**src/rtl/sorter_pkg.sv**
```systemverilog
// Shared types and helpers for the sorting-network front end.
package sorter_pkg;

  localparam int unsigned PAD_MAX_W = 64;

  typedef struct packed {
    logic valid;
    logic sign_ctrl;
  } ctrl_t;

  typedef enum logic [1:0] {
    FILL = 2'd0,
    PAD  = 2'd1,
    SEND = 2'd2
  } loader_state_e;

  // Sentinel that sorts above every real element: unsigned max or signed max.
  function automatic logic [PAD_MAX_W-1:0] pad_value(input logic sign, input int unsigned width);
    logic [PAD_MAX_W-1:0] ones;
    if (width >= PAD_MAX_W) ones = '1;
    else                    ones = (PAD_MAX_W'(1) << width) - PAD_MAX_W'(1);
    return sign ? (ones >> 1) : ones;
  endfunction

endpackage

```
**src/rtl/sorter_loader_if.sv**
```systemverilog
// Element stream in / packed vector out bundle of the sorter loader.
interface sorter_loader_if #(
  parameter int unsigned DATAWIDTH = 8,
  parameter int unsigned NUM       = 8
);
  import sorter_pkg::*;

  localparam int unsigned CNT_W = $clog2(NUM) + 1;

  logic                     sign_i;
  logic                     in_valid_i;
  logic                     in_ready_o;
  logic [DATAWIDTH-1:0]     in_data_i;
  logic                     in_last_i;
  logic [NUM*DATAWIDTH-1:0] out_data_o;
  ctrl_t                    out_ctrl_o;
  logic [CNT_W-1:0]         out_count_o;
  logic                     out_ready_i;

  modport slave (
    input  sign_i, in_valid_i, in_data_i, in_last_i, out_ready_i,
    output in_ready_o, out_data_o, out_ctrl_o, out_count_o
  );

  modport master (
    output sign_i, in_valid_i, in_data_i, in_last_i, out_ready_i,
    input  in_ready_o, out_data_o, out_ctrl_o, out_count_o
  );
endinterface

```
**src/rtl/sorter_loader.sv**
```systemverilog
// Packs NUM streamed elements into one vector for the sorting network.
// Short-group padding is enabled with `define SORTER_LOADER_PAD_EN.
module sorter_loader
  import sorter_pkg::*;
#(
  parameter int unsigned DATAWIDTH = 8,
  parameter int unsigned NUM       = 8
) (
  input  logic           clk_i,
  input  logic           rst_i,
  sorter_loader_if.slave bus
);

  localparam int unsigned CNT_W = $clog2(NUM) + 1;

  loader_state_e    state;
  logic [CNT_W-1:0] cnt;
  logic             accept_c;
  logic             at_end_c;

  assign accept_c = bus.in_valid_i & bus.in_ready_o;
  assign at_end_c = (cnt == CNT_W'(NUM - 1));

`ifdef SORTER_LOADER_PAD_EN
  logic [DATAWIDTH-1:0] pad_c;
  assign pad_c = DATAWIDTH'(pad_value(bus.out_ctrl_o.sign_ctrl, DATAWIDTH));
`else
  logic unused_last_c;
  assign unused_last_c = bus.in_last_i;
`endif

  always_ff @(posedge clk_i or posedge rst_i) begin
    if (rst_i) begin
      state           <= FILL;
      cnt             <= '0;
      bus.in_ready_o  <= 1'b0;
      bus.out_data_o  <= '0;
      bus.out_ctrl_o  <= '0;
      bus.out_count_o <= '0;
    end else begin
`ifndef SORTER_LOADER_PAD_EN
      bus.out_count_o <= CNT_W'(NUM);
`endif
      case (state)
        FILL: begin
          bus.in_ready_o <= 1'b1;
          if (accept_c) begin
            for (int unsigned k = 0; k < NUM; k++) begin
              if (cnt == CNT_W'(k)) bus.out_data_o[k*DATAWIDTH +: DATAWIDTH] <= bus.in_data_i;
            end
            // Sign is owned by the first beat of the vector.
            if (cnt == '0) bus.out_ctrl_o.sign_ctrl <= bus.sign_i;
            cnt <= cnt + CNT_W'(1);
            if (at_end_c) begin
              state                <= SEND;
              bus.in_ready_o       <= 1'b0;
              bus.out_ctrl_o.valid <= 1'b1;
`ifdef SORTER_LOADER_PAD_EN
              bus.out_count_o      <= CNT_W'(NUM);
`endif
            end
`ifdef SORTER_LOADER_PAD_EN
            else if (bus.in_last_i) begin
              state           <= PAD;
              bus.in_ready_o  <= 1'b0;
              bus.out_count_o <= cnt + CNT_W'(1);
            end
`endif
          end
        end
`ifdef SORTER_LOADER_PAD_EN
        PAD: begin
          // cnt now holds the real element count; fill everything above it.
          for (int unsigned k = 0; k < NUM; k++) begin
            if (CNT_W'(k) >= cnt) bus.out_data_o[k*DATAWIDTH +: DATAWIDTH] <= pad_c;
          end
          state                <= SEND;
          bus.out_ctrl_o.valid <= 1'b1;
        end
`endif
        SEND: begin
          if (bus.out_ready_i) begin
            state                <= FILL;
            cnt                  <= '0;
            bus.out_ctrl_o.valid <= 1'b0;
            bus.in_ready_o       <= 1'b1;
          end
        end
        default: state <= FILL;
      endcase
    end
  end

endmodule

```
**src/flat_wrapper.sv**
```systemverilog
// flat-port wrapper written by rule: the top's interface ports become plain ports
module sorter_loader_flat import sorter_pkg::*;
#(
  parameter int unsigned DATAWIDTH = 8,
  parameter int unsigned NUM       = 8
)
  (clk_i, rst_i, bus_sign_i, bus_in_valid_i, bus_in_data_i, bus_in_last_i, bus_out_ready_i, bus_in_ready_o, bus_out_data_o, bus_out_ctrl_o, bus_out_count_o);
  sorter_loader_if #(.DATAWIDTH(DATAWIDTH), .NUM(NUM)) bus_i ();
  input  logic clk_i;
  input  logic rst_i;
  input wire logic [$bits(bus_i.sign_i)-1:0] bus_sign_i;
  input wire logic [$bits(bus_i.in_valid_i)-1:0] bus_in_valid_i;
  input wire logic [$bits(bus_i.in_data_i)-1:0] bus_in_data_i;
  input wire logic [$bits(bus_i.in_last_i)-1:0] bus_in_last_i;
  input wire logic [$bits(bus_i.out_ready_i)-1:0] bus_out_ready_i;
  output wire logic [$bits(bus_i.in_ready_o)-1:0] bus_in_ready_o;
  output wire logic [$bits(bus_i.out_data_o)-1:0] bus_out_data_o;
  output wire logic [$bits(bus_i.out_ctrl_o)-1:0] bus_out_ctrl_o;
  output wire logic [$bits(bus_i.out_count_o)-1:0] bus_out_count_o;
  assign bus_i.sign_i = bus_sign_i;
  assign bus_i.in_valid_i = bus_in_valid_i;
  assign bus_i.in_data_i = bus_in_data_i;
  assign bus_i.in_last_i = bus_in_last_i;
  assign bus_i.out_ready_i = bus_out_ready_i;
  assign bus_in_ready_o = bus_i.in_ready_o;
  assign bus_out_data_o = bus_i.out_data_o;
  assign bus_out_ctrl_o = bus_i.out_ctrl_o;
  assign bus_out_count_o = bus_i.out_count_o;
  sorter_loader #(.DATAWIDTH(DATAWIDTH), .NUM(NUM)) u_core (.clk_i(clk_i), .rst_i(rst_i), .bus(bus_i));
endmodule
```
**config.mk**
```make
export PLATFORM = sky130hd
export DESIGN_NAME = sorter_loader_flat
export DESIGN_NICKNAME = d
export VERILOG_FILES = /design/src/rtl/sorter_pkg.sv /design/src/rtl/sorter_loader_if.sv /design/src/rtl/sorter_loader.sv /design/src/flat_wrapper.sv
export SDC_FILE = /design/constraint.sdc
export NUM_CORES = 1
export LEC_CHECK = 0
export BUFFER_PORTS_ARGS = -buffer_cell sky130_fd_sc_hd__buf_2
export CORE_MARGIN = 3
export CORE_UTILIZATION = 28
export CTS_CLUSTER_DIAMETER = 80
export DETAILED_ROUTE_END_ITERATION = 12
export GPL_TIMING_DRIVEN = 0
export MAX_ROUTING_LAYER = met4
export PLACE_DENSITY = 0.49
export SLEW_MARGIN = 20
export SYNTH_ARGS = -nofsm -noshare
export SYNTH_HDL_FRONTEND = slang
export SYNTH_SLANG_ARGS = --single-unit
```
**constraint.sdc**
```tcl
create_clock -name clk_i -period 6.2 [get_ports clk_i]
set_clock_uncertainty 0.05 [all_clocks]
set_input_delay 1.24 -clock clk_i [delete_from_list [all_inputs] [get_ports clk_i]]
set_output_delay 1.24 -clock clk_i [all_outputs]
set_load 0.02 [all_outputs]
```
# [Word level (Yosys, flattened, before mapping)]
# Cells that the tools add are included.
# Widths: inputs -> output; s select.
[classes] n_addsub=1 mul=0 div_mod_pow=0 magnitude_cmp=0 eq_ne=11 shifts=0 muxes=16 bitwise_logic=1 reduce_logical=15
[ops] op="$reduce_and 3->1" n=10
[ops] op="$eq 4x3->1 const B" n=4
[ops] op="$eq 4x2->1 const B" n=2
[ops] op="$mux 2" n=4
[ops] op="$mux 4" n=2
[ops] op="$pmux 4 s2" n=1
[ops] op="$mux 1" n=6
[ops] op="$add 4x1->4 const B" n=1
[ops] op="$eq 4x1->1 const B" n=1
[ops] op="$logic_not 4->1" n=1
[ops] op="$ne 2x1->1 const B" n=2
[ops] op="$pmux 1 s2" n=2
[ops] op="$pmux 2 s2" n=1
[ops] op="$reduce_and 4->1" n=1
[ops] op="$eq 2x2->1 const B" n=1
[ops] op="$logic_not 2->1" n=1
[ops] op="$ne 2x2->1 const B" n=1
[ops] op="$reduce_and 2->1" n=1
[ops] op="$reduce_bool 2->1" n=1
[ops] op="$and 1x1->1" n=1
[word_totals] ff_bits=74 latchBits=0 mem_bits_rw=0 mem_bits_ro=0 input_bits=14 out_inout_bits=71 memories=0

# [Depth between registers and ports, before layout]
# Gate-level depths: netlist of the first run.
[depth] word_depth=4 mapped_depth=5 depth_no_buf=4

# [Worst setup path before layout of the first run]
# No wires, ideal clock.
[synth_path] kind="input -> register" start="input port bus_in_valid_i" end="register u_core.bus.out_data_o[56]" arrival_time_ns=2.287 t_required_ns=6.025 path_slack_ns=3.738 path_stages=5 path_cell_list="nor4bb_1 > buf_4 > and3_4 > buf_12 > mux2_4"
[synth_via] elab_chain_cells=2
[synth_lines] element="start: declaration" line_no="flat_wrapper.sv:12" rtl="input wire logic [$bits(bus_i.in_valid_i)-1:0] bus_in_valid_i;"
[synth_lines] element="$and 1x1->1" line_no="sorter_loader.sv:21" rtl="assign accept_c = bus.in_valid_i & bus.in_ready_o;"
[synth_lines] element="$reduce_and 3->1 (no line)"
[synth_lines] element="end signal: indexed assignment" line_no="sorter_loader.sv:49" rtl="if (cnt == CNT_W'(k)) bus.out_data_o[k*DATAWIDTH +: DATAWIDTH] <= bus.in_data_i;"
[synth_lines] element="end: declaration" line_no="sorter_loader_if.sv:22" rtl="output in_ready_o, out_data_o, out_ctrl_o, out_count_o"
# Every way passes these cells.
# A chain may end at the register's enable or synchronous reset.

# [Worst setup path in the final report of the first run]
[layout_path] start="input port bus_in_valid_i" end="register u_core.bus.out_data_o[41]"
# Same word-level chain as after synthesis.

==> results of run 1 <==
[layout make-up]
| cell class | instances | area, um2 | area share |
|---|---|---|---|
| flip-flops and latches | 73 | 1827 | 0.4777 |
| multi-input cells | 103 | 1051 | 0.2749 |
| repair buffers | 81 | 427.9 | 0.1119 |
| well taps | 133 | 166.4 | 0.04352 |
| clock buffers | 12 | 155.1 | 0.04058 |
| clock inverters | 4 | 98.84 | 0.02585 |
| plain buffers | 9 | 80.08 | 0.02094 |
| inverters | 4 | 17.52 | 0.004581 |
[worst max-delay path by stage]
| stage | endpoint | slack [ns] | cells past startpoint |
|---|---|---|---|
| 3_5_place_dp | u_core.bus.out_data_o[44] | 3.32 | 5 |
| 5_1_grt | u_core.bus.out_data_o[47] | 3.59 | 5 |
| 6_report | u_core.bus.out_data_o[41] | 3.68 | 5 |
| 4_1_cts | u_core.bus.out_data_o[44] | 3.67 | 5 |
| 3_3_place_gp | u_core.bus.out_data_o[56] | 2.04 | 2 |
| 2_1_floorplan | u_core.bus.in_ready_o | 3.06 | 1 |
[power breakdown]
part / internal (mW) / switching, mW / leakage (nW) / total [mW]
clock network: 0.290 / 0.178 / 0.127 / 0.469
logic: 0.341 / 0.459 / 0.941 / 0.800
registers: 0.685 / 0.101 / 0.919 / 0.787
total: 1.32 / 0.738 / 1.99 / 2.05
[layer usage]
metal  GRT usage  routed length, um  up-vias
met3     0.03552                391       11
met4     0.04058                110        0
li1            -                  -      843
met5           -                  0        -
met2      0.1882               3279       55
met1      0.1653               3125      948
[cell families (layout without fill, tap and decap cells)]
family / after synthesis / in the layout / share of synthesized area
adder cells (fa/ha/maj): 4 / 4 / 0.01688
buffers and inverters: 13 / 110 / 0.03207
AO/OA/AOI/OAI: 7 / 7 / 0.01603
other: 2 / 4 / 0.002533
multiplexers: 67 / 67 / 0.2629
AND/OR/NAND/NOR: 21 / 21 / 0.05358
flip-flops: 73 / 73 / 0.6160
[through the flow]
step | cells | util | power, mW
after floorplan | 189 | - | 1.319
after global placement | 402 | 0.3524 | 1.595
after detailed placement | 403 | 0.3554 | 1.612
after CTS | 419 | 0.3807 | 2.089
after global routing | 419 | 0.3807 | 2.179
final | 419 | 0.3807 | 2.055
[state kept, by name (all words and copies together), names as in the netlist]
name                    flops
u_core.bus.out_count_o      1
u_core.bus.out_data_o      64
u_core.cnt                  4
u_core.bus.in_ready_o       1
u_core.bus.out_ctrl_o       2
u_core.state                1
[placed cells by master, fill, tap and decap left out, types with 3 or more instances in the layout]
master and instances:
ha_1 4, clkbuf_8 11, inv_1 3, dfrtp_1 73
clkbuf_1 3, conb_1 4, bufinv_16 3, mux2_4 7
mux2_2 59, buf_4 4, nor2_1 3, buf_2 80
[worst max-delay path: cells and delay by family]
family / cells / cell delay, ns
simple gates: 2 / 0.69
buf+inv: 2 / 0.28
mux: 1 / 0.49
==> results.sh, run 1 <==
export IMPL_holdBufCountCts=0
export IMPL_pre_cts_slack_ns=3.325
export IMPL_cp_start_kind="input port"
export IMPL_cts_sinks=73
export IMPL_setup_viol=0
export IMPL_viasPerCell=4.432
export IMPL_tightest_slew_ns=0.6696
export IMPL_coreArea_mm2=0.01004
export IMPL_synth_top_area_cell="dfrtp_1"
export IMPL_initial_utilization=0.2952
export IMPL_synth_cell_area_mm2=0.002965
export IMPL_grt_max_degree=56
export IMPL_worstHoldStart="u_core.bus.out_ctrl_o[1]"
export IMPL_placed_cell_area_mm2=0.003570
export IMPL_antennaDiodeCount=0
export IMPL_synth_top_cells_by_count="dfrtp_1, mux2_2, mux2_4"
export IMPL_drt_initial_drc_count=59
export IMPL_ant_nets=0
export IMPL_synth_most_common_cell="dfrtp_1"
export IMPL_r2r_end="u_core.bus.out_data_o[41]"
export IMPL_drive_above_1_share=0.6084
export IMPL_clock_latency_ns=0.34
export IMPL_synth_cell_types=31
export IMPL_num_vias=1857
export IMPL_synth_cells=187
export IMPL_final_area_mm2=0.003824
export IMPL_fin_crit_sh=0.4065
export IMPL_tns_ns=0
export IMPL_ff2ff_setup_slack_ns=4.25
export IMPL_max_clock_path_buffers=2
export IMPL_grt_pass1_vias=1881
export IMPL_numCtsBuffers=9
export IMPL_grt_pass1_wl_mm=10.73
export IMPL_grt_antenna_before_repair=0
export IMPL_cts_setup_buffers=0
export IMPL_wl_per_cell_um=16.48
export IMPL_num_rows=36
export IMPL_finalHoldViolations=0
export IMPL_portBuffers=80
export IMPL_root_buffer="clkbuf_8"
export IMPL_cts_tree="done"
export IMPL_gp_congestion=0.7682
export IMPL_die_h_um=108.9
export IMPL_synth_area_leaders="dfrtp_1, mux2_2, mux2_4"
export IMPL_slew_violations=0
export IMPL_slowest_delay_ns=0.57
export IMPL_grt_setup_unrepaired="false"
export IMPL_worst_slack_ns=3.680
export IMPL_timing_slew_headroom=0.5523
export IMPL_drv_cap=0
export IMPL_p_leak_nw=1.987
export IMPL_path_class="input port to flip-flop"
export IMPL_drt_wl_total_mm=6.906
export IMPL_vdd_drop_max_mv=0.2089
export IMPL_io_pins=85
export IMPL_cp_slowest_cell="nand4_1"
export IMPL_crit_fanout=8
export IMPL_yosysSeqAreaShare=0.6160
export IMPL_htreeDepth=3
export IMPL_holdCritPathClass="flip-flop to flip-flop"
export IMPL_r2r_start="u_core.bus.in_ready_o"
export IMPL_hpwl_mm=4.792
export IMPL_crit_chain="buf_2 -> and2_1 -> clkbuf_1 -> nand4_1 -> mux2_2"
export IMPL_route_detailed_drc=0
export IMPL_die_x_um=108.9
export IMPL_reg2reg_depth=4
export IMPL_crit_start="bus_in_valid_i"
export IMPL_synth_top_area_frac=0.6160
export IMPL_holdPathEnd="u_core.bus.out_ctrl_o[1]"
export IMPL_grtUsageTotal=0.1258
export IMPL_dieArea_mm2=0.01186
export IMPL_final_nets=299
export IMPL_synth_edf_count=0
export IMPL_powerDensity_mw_per_mm2=537.4
export IMPL_fillers=1001
export IMPL_yosys_register_bits=73
export IMPL_synth_warnings=0
export IMPL_status="finished clean"
export IMPL_clock_fmax_mhz=396.8
export IMPL_first_pass_iters=4
export IMPL_synth_ff_type="dfrtp_1"
export IMPL_cp_required_ns=6.37
export IMPL_cts_repair_resize_count=0
export IMPL_end_kind="flip-flop"
export IMPL_hold_slack_ns=0.4239
export IMPL_area_growth_pct=28.95
export IMPL_overflow=0
export IMPL_cts_clk_slew_worst_paths_ns=0.07
export IMPL_postSynthAreaPerCell_um2=15.86
export IMPL_period_needed_ns=2.520
export IMPL_async_flop_share=1.000
export IMPL_worstPathArrival_ns=2.70
export IMPL_hold_depth=1
(Power assumes the default switching activity.)
==> run 2, diff against run 1 <==
--- a/config.mk
+++ b/config.mk
@@ -5,6 +5,7 @@
 export SDC_FILE = /design/constraint.sdc
 export NUM_CORES = 1
 export LEC_CHECK = 0
+export ABC_AREA = 1
 export BUFFER_PORTS_ARGS = -buffer_cell sky130_fd_sc_hd__buf_2
 export CORE_MARGIN = 3
 export CORE_UTILIZATION = 28
@@ -12,7 +13,7 @@
 export DETAILED_ROUTE_END_ITERATION = 12
 export GPL_TIMING_DRIVEN = 0
 export MAX_ROUTING_LAYER = met4
-export PLACE_DENSITY = 0.49
+export PLACE_DENSITY = 0.5
 export SLEW_MARGIN = 20
 export SYNTH_ARGS = -nofsm -noshare
 export SYNTH_HDL_FRONTEND = slang
==> constraint.sdc (replaced) <==
create_clock -name clk_i -period 2.2 [get_ports clk_i]
set_clock_uncertainty 0.05 [all_clocks]
set_input_delay 0.44 -clock clk_i [delete_from_list [all_inputs] [get_ports clk_i]]
set_output_delay 0.44 -clock clk_i [all_outputs]
set_load 0.02 [all_outputs]
==> run 2 against run 1 <==
  * Register-to-register slack got worse by 3.6 ns
  * Die area is 14% higher
  * Core utilization decreased by 0.96 points
  * Sequential power grew to 2.9 times the previous value
  * Global-route usage is 3.3 points higher
  * Wire length grew 42%
  * Design area up 13%
  * Count of clock-buffer cells in the layout is 1 lower
  * Power increased to 3.4 times the previous value
==> results.sh, run 2 <==
export IMPL_status="finished clean"
export IMPL_num_vias=2816
export IMPL_grt_pass1_wl_mm=15.51
export IMPL_cts_sinks=73
export IMPL_yosys_register_bits=73
export IMPL_synth_warnings=0
export IMPL_fin_crit_sh=0.7143
export IMPL_crit_fanout=9
export IMPL_die_x_um=116.3
export IMPL_finalHoldViolations=0
export IMPL_grt_pass1_vias=2766
export IMPL_cp_buffers_inverters=2
export IMPL_period_needed_ns=1.572
export IMPL_powerDensity_mw_per_mm2=1626
export IMPL_grt_antenna_before_repair=0
export IMPL_path_class="flip-flop to flip-flop"
export IMPL_clock_latency_ns=0.34
export IMPL_r2r_end="u_core.bus.out_data_o[17]"
export IMPL_numCtsBuffers=9
export IMPL_final_area_mm2=0.004328
export IMPL_holdBufCountCts=0
export IMPL_top_register="u_core.bus.out_data_o"
export IMPL_drt_wl_total_mm=9.795
export IMPL_wl_per_cell_um=16.72
export IMPL_worstPathArrival_ns=1.75
export IMPL_final_common_cell="nand2_1"
export IMPL_coreArea_mm2=0.01166
export IMPL_multi_input_area_mm2=0.001212
export IMPL_p_leak_nw=2.326
export IMPL_num_rows=39
export IMPL_viasPerCell=4.805
export IMPL_cp_start_kind="flip-flop"
export IMPL_dp_cells=570
export IMPL_setup_viol=0
export IMPL_crit_chain="inv_1 -> ha_1 -> buf_6 -> nand3_1 -> nand2_1 -> nand2_1"
export IMPL_synth_simple_area_share=0.3368
export IMPL_critPathTopFamily="simple AND/OR/NAND/NOR gates"
export IMPL_htreeDepth=3
export IMPL_synth_ff_type="dfrtp_1"
export IMPL_vdd_drop_max_mv=0.7625
export IMPL_initial_utilization=0.2921
export IMPL_overflow=0
export IMPL_ant_nets=0
export IMPL_largest_reg_flops=64
export IMPL_antennaDiodeCount=0
export IMPL_route_detailed_drc=0
export IMPL_cpMostUsedCell="nand2_1"
export IMPL_slowest_delay_ns=0.44
export IMPL_slew_violations=0
export IMPL_worst_slack_ns=0.6284
export IMPL_synth_cell_area_mm2=0.003407
export IMPL_ff2ff_setup_slack_ns=0.63
export IMPL_cts_tree="done"
export IMPL_hpwl_mm=6.892
export IMPL_final_nets=456
export IMPL_postSynthAreaPerCell_um2=9.707
export IMPL_grt_setup_unrepaired="false"
export IMPL_fillers=1225
export IMPL_final_cell_mix="nand2_1, buf_2, dfrtp_1, nand4_1, buf_6"
export IMPL_yosysSeqAreaShare=0.5362
export IMPL_synth_top_area_cell="dfrtp_1"
export IMPL_synth_area_leaders="dfrtp_1, nand2_1, nand4_1"
export IMPL_regArea_mm2=0.001827
export IMPL_cts_clk_slew_worst_paths_ns=0.06
export IMPL_clock_fmax_mhz=636.3
export IMPL_dieArea_mm2=0.01353
export IMPL_synth_top_area_frac=0.5362
export IMPL_drt_initial_drc_count=157
export IMPL_synthAdderAreaFrac=0.01469
export IMPL_synth_cell_types=19
export IMPL_final_cell_count_no_fill=586
export IMPL_synth_most_common_cell="nand2_1"
export IMPL_cp_required_ns=2.38
export IMPL_r2r_start="u_core.cnt[0]"
export IMPL_drive_above_1_share=0.3070
export IMPL_synth_edf_count=0
export IMPL_async_flop_share=1.000
export IMPL_holdCritPathClass="input port to asynchronous set/reset pin"
export IMPL_cts_repair_resize_count=0
export IMPL_top_regs="u_core.bus.out_data_o x64, u_core.cnt x4, u_core.bus.out_ctrl_o x2"
export IMPL_cts_setup_buffers=0
export IMPL_pre_cts_slack_ns=0.5413
export IMPL_synth_top_cells_by_count="nand2_1, dfrtp_1, nand4_1"
export IMPL_drv_cap=0
export IMPL_synth_xor_area_frac=0
export IMPL_tns_ns=0
export IMPL_die_h_um=116.3
export IMPL_area_growth_pct=27.03
export IMPL_synth_compound_area_share=0
export IMPL_max_clock_path_buffers=2
export IMPL_cp_slowest_cell="dfrtp_1"
export IMPL_portBuffers=72
export IMPL_synth_top_family_by_area="simple AND/OR/NAND/NOR gates"
export IMPL_reg2reg_depth=6
export IMPL_root_buffer="clkbuf_16"
export IMPL_first_pass_iters=4
export IMPL_gp_congestion=0.7954
export IMPL_end_kind="flip-flop"
export IMPL_io_pins=85
export IMPL_grt_max_degree=31
export IMPL_synth_area_mux_share=0
export IMPL_grtUsageTotal=0.1585
export IMPL_placed_cell_area_mm2=0.003998
export IMPL_synth_cells=351
-- run 2: cell types whose count changed after synthesis, moves of 3 or more --
| cell | previous run | this run |
|---|---|---|
| nand2_1 | 1 | 148 |
| nand4_1 | 2 | 66 |
| mux2_2 | 59 | 0 |
| buf_6 | 2 | 23 |
| mux2_4 | 7 | 0 |
| nand3_1 | 1 | 6 |
| nand3_4 | 0 | 4 |
| buf_2 | 0 | 3 |
| buf_8 | 0 | 3 |
-- run 2: worst max-delay path by stage --
| stage | startpoint | end | cells past startpoint |
|---|---|---|---|
| 5_1_grt | u_core.cnt[0] | u_core.bus.out_data_o[16] | 6 |
| 3_5_place_dp | bus_in_valid_i | u_core.bus.out_ctrl_o[0] | 7 |
| 4_1_cts | u_core.cnt[0] | u_core.bus.out_data_o[17] | 6 |
| 3_3_place_gp | rst_i | u_core.bus.out_count_o[3] | 2 |
| 6_report | u_core.cnt[0] | u_core.bus.out_data_o[17] | 6 |
| 2_1_floorplan | u_core.bus.in_ready_o | u_core.bus.out_ctrl_o[0] | 6 |
-- run 2: final cells by class --
class / count / share of cell area
Clock buffer: 11 / 0.05840
Buffer: 33 / 0.08066
Sequential cell: 73 / 0.4221
Clock inverter: 5 / 0.01792
Tap cell: 143 / 0.04134
Multi-Input combinational cell: 240 / 0.2801
Inverter: 7 / 0.006938
Timing Repair Buffer: 74 / 0.09251
-- run 2: stage by stage --
| stage | utilization | hold slack [ns] | total power, mW |
|---|---|---|---|
| floorplan | - | 0.4812 | 4.437 |
| global route | 0.3711 | 0.09615 | 7.538 |
| global placement | 0.3393 | 0.4003 | 5.418 |
| detailed placement | 0.3428 | 0.4034 | 5.480 |
| CTS | 0.3711 | 0.06306 | 7.131 |
| finish | 0.3711 | 0.05913 | 7.038 |
-- run 2: kinds of logic after synthesis --
family                   after synthesis
AND/OR/NAND/NOR                      232
flip-flops                            73
buffers and inverters                 40
adder cells (fa/ha/maj)                4
other                                  2
-- run 2: worst reg2reg max path, stage by stage, from the launching register on --
cell,delay (ns)
dfrtp_1,0.44
inv_1,0.12
ha_1,0.17
buf_6,0.14
nand3_1,0.32
nand2_1,0.16
nand2_1,0.06
-- run 2: routing by layer --
| metal | global-route usage | vias to the layer above | wire [um] |
|---|---|---|---|
| met5 | - | - | 0 |
| met4 | 0.04718 | 0 | 134 |
| met3 | 0.04456 | 12 | 628 |
| met2 | 0.2338 | 85 | 4444 |
| met1 | 0.2128 | 1365 | 4588 |
| li1 | - | 1354 | - |
-- run 2: power breakdown --
group	switching, mW	total, mW	internal (mW)
registers	0.376	2.30	1.93
clock network	0.568	1.62	1.05
logic	2.06	3.12	1.05
==> run 3, diff against run 2 <==
==> constraint.sdc (replaced) <==
create_clock -name clk_i -period 1.26 [get_ports clk_i]
set_clock_uncertainty 0.05 [all_clocks]
set_input_delay 0.252 -clock clk_i [delete_from_list [all_inputs] [get_ports clk_i]]
set_output_delay 0.252 -clock clk_i [all_outputs]
set_load 0.02 [all_outputs]
==> run 3 against run 2 <==
  * The flow now finishes with violations (negative hold slack, negative setup slack)
  * First-iteration DRC count rose by 24%
  * Design area up 12%
  * Fmax grew 21%
  * Hold slack worse by 0.16 ns
  * Core utilization rose by 4.3 points
  * Sequential cell count is the same
  * Clock power grew 42%
  * Critical endpoint is now u_core.bus.out_data_o[3]
  * Highest routed layer unchanged
==> results.sh, run 3 (synthesized netlist as in run 2, its figures left out) <==
export IMPL_antennaDiodeCount=0
export IMPL_cts_clk_slew_worst_paths_ns=0.06
export IMPL_p_leak_nw=2.517
export IMPL_path_class="flip-flop to flip-flop"
export IMPL_final_nets=483
export IMPL_drt_wl_total_mm=10.21
export IMPL_crit_fanout=9
export IMPL_ant_nets=0
export IMPL_final_util=0.4138
export IMPL_portBuffers=72
export IMPL_area_growth_pct=41.65
export IMPL_first_pass_iters=4
export IMPL_overflow=0
export IMPL_largest_reg_flops=64
export IMPL_initial_utilization=0.2921
export IMPL_hold_slack_ns=-0.1039
export IMPL_final_cell_mix="nand2_1, buf_2, dfrtp_1, nand4_1, buf_6"
export IMPL_reg2reg_depth=6
export IMPL_wl_per_cell_um=16.66
export IMPL_drive_above_1_share=0.3936
export IMPL_top_regs="u_core.bus.out_data_o x64, u_core.cnt x4, u_core.bus.out_ctrl_o x2"
export IMPL_htreeDepth=3
export IMPL_r2r_end="u_core.bus.out_data_o[3]"
export IMPL_holdCritPathClass="input port to asynchronous set/reset pin"
export IMPL_placed_cell_area_mm2=0.004033
export IMPL_gp_congestion=0.7623
export IMPL_coreArea_mm2=0.01166
export IMPL_final_area_mm2=0.004826
export IMPL_vdd_drop_max_mv=1.138
export IMPL_drt_initial_drc_count=195
export IMPL_viasPerCell=4.838
export IMPL_cp_required_ns=1.43
export IMPL_top_register="u_core.bus.out_data_o"
export IMPL_pre_cts_slack_ns=-0.2910
export IMPL_cp_start_kind="flip-flop"
export IMPL_cts_sinks=73
export IMPL_grt_antenna_before_repair=0
export IMPL_hpwl_mm=6.898
export IMPL_route_detailed_drc=0
export IMPL_timing_slew_headroom=0.6597
export IMPL_grt_pass1_wl_mm=15.30
export IMPL_grt_setup_unrepaired="true"
export IMPL_num_vias=2966
export IMPL_fin_crit_sh=1.034
export IMPL_grt_max_degree=33
export IMPL_end_kind="flip-flop"
export IMPL_clock_fmax_mhz=767.5
export IMPL_worst_slack_ns=-0.04295
export IMPL_dieArea_mm2=0.01353
export IMPL_grtUsageTotal=0.1524
export IMPL_violations="negative hold slack, negative setup slack"
export IMPL_root_buffer="clkbuf_16"
export IMPL_slew_violations=0
export IMPL_worstPathArrival_ns=1.47
export IMPL_setup_viol=52
export IMPL_status="finished with violations"
export IMPL_tightest_slew_ns=0.5094
export IMPL_final_common_cell="nand2_1"
export IMPL_num_rows=39
export IMPL_ff2ff_setup_slack_ns=-0.04
export IMPL_drv_cap=0
export IMPL_max_clock_path_buffers=2
export IMPL_finalHoldViolations=21
export IMPL_cts_tree="done"
export IMPL_die_x_um=116.3
export IMPL_grt_pass1_vias=2794
export IMPL_r2r_start="u_core.cnt[0]"
export IMPL_die_h_um=116.3
export IMPL_numCtsBuffers=9
export IMPL_powerDensity_mw_per_mm2=2789
export IMPL_period_needed_ns=1.303
export IMPL_clock_latency_ns=0.33
export IMPL_io_pins=85
## run 3: where the power goes
part / internal, mW / total, mW / switching (mW)
combinational: 3.00 / 7.11 / 4.11
sequential: 3.38 / 4.05 / 0.670
clock: 1.32 / 2.30 / 0.979
## run 3: how the worst max path moves through the flow
| stage | depth (start not counted) | slack, ns | from | endpoint |
|---|---|---|---|---|
| after floorplan | 6 | -0.06 | u_core.bus.in_ready_o | u_core.bus.out_data_o[10] |
| after global placement | 2 | -0.54 | rst_i | u_core.bus.in_ready_o |
| after detailed placement | 4 | -0.29 | u_core.cnt[3] | u_core.bus.out_data_o[26] |
| after CTS | 7 | -0.07 | u_core.bus.in_ready_o | u_core.bus.out_data_o[32] |
| after global routing | 6 | -0.12 | u_core.cnt[1] | u_core.bus.out_data_o[15] |
| final | 6 | -0.04 | u_core.cnt[0] | u_core.bus.out_data_o[3] |
## run 3: metrics by stage
step                      setup TNS, ns  total power [mW]  cells
final                           -0.9767             13.46    613
after global routing             -5.044             14.32    613
after floorplan                  -2.295             7.824    353
after global placement           -40.88             9.538    568
after detailed placement         -10.84             9.634    570
after CTS                        -1.486             12.90    602
## run 3: what timing repair did
item | CTS | global route
gates resized for setup | 22 | 24
setup buffers | 15 | 5
cloned | 1 | 6
endpoints found under the setup margin | 72 | 71
pin swaps | 3 | 11
hold endpoints to repair | 21 | 21
## run 3: per-layer routing
layer	GRT usage	share of wire	up-vias
met2	0.2273	0.48	81
met5	-	0	-
met1	0.2110	0.46	1466
met4	0.03480	0.0074	0
li1	-	-	1411
met3	0.03575	0.053	8
## run 3: area by class of cell
class / count / area, um2
plain buffers: 33 / 421.7
clock buffers: 10 / 229.0
clock inverters: 6 / 36.28
fillers: 1164 / 6837
inverters: 7 / 30.03
multi-input cells: 242 / 1333
flip-flops and latches: 73 / 1832
well taps: 143 / 178.9
repair buffers: 99 / 765.7
## run 3: critical path, cell delays in order, from the launching register on
cell     delay, ns
dfrtp_2       0.44
inv_2         0.08
ha_2          0.19
buf_8         0.15
nand3_2       0.14
nand2_1       0.09
nand2_1       0.05
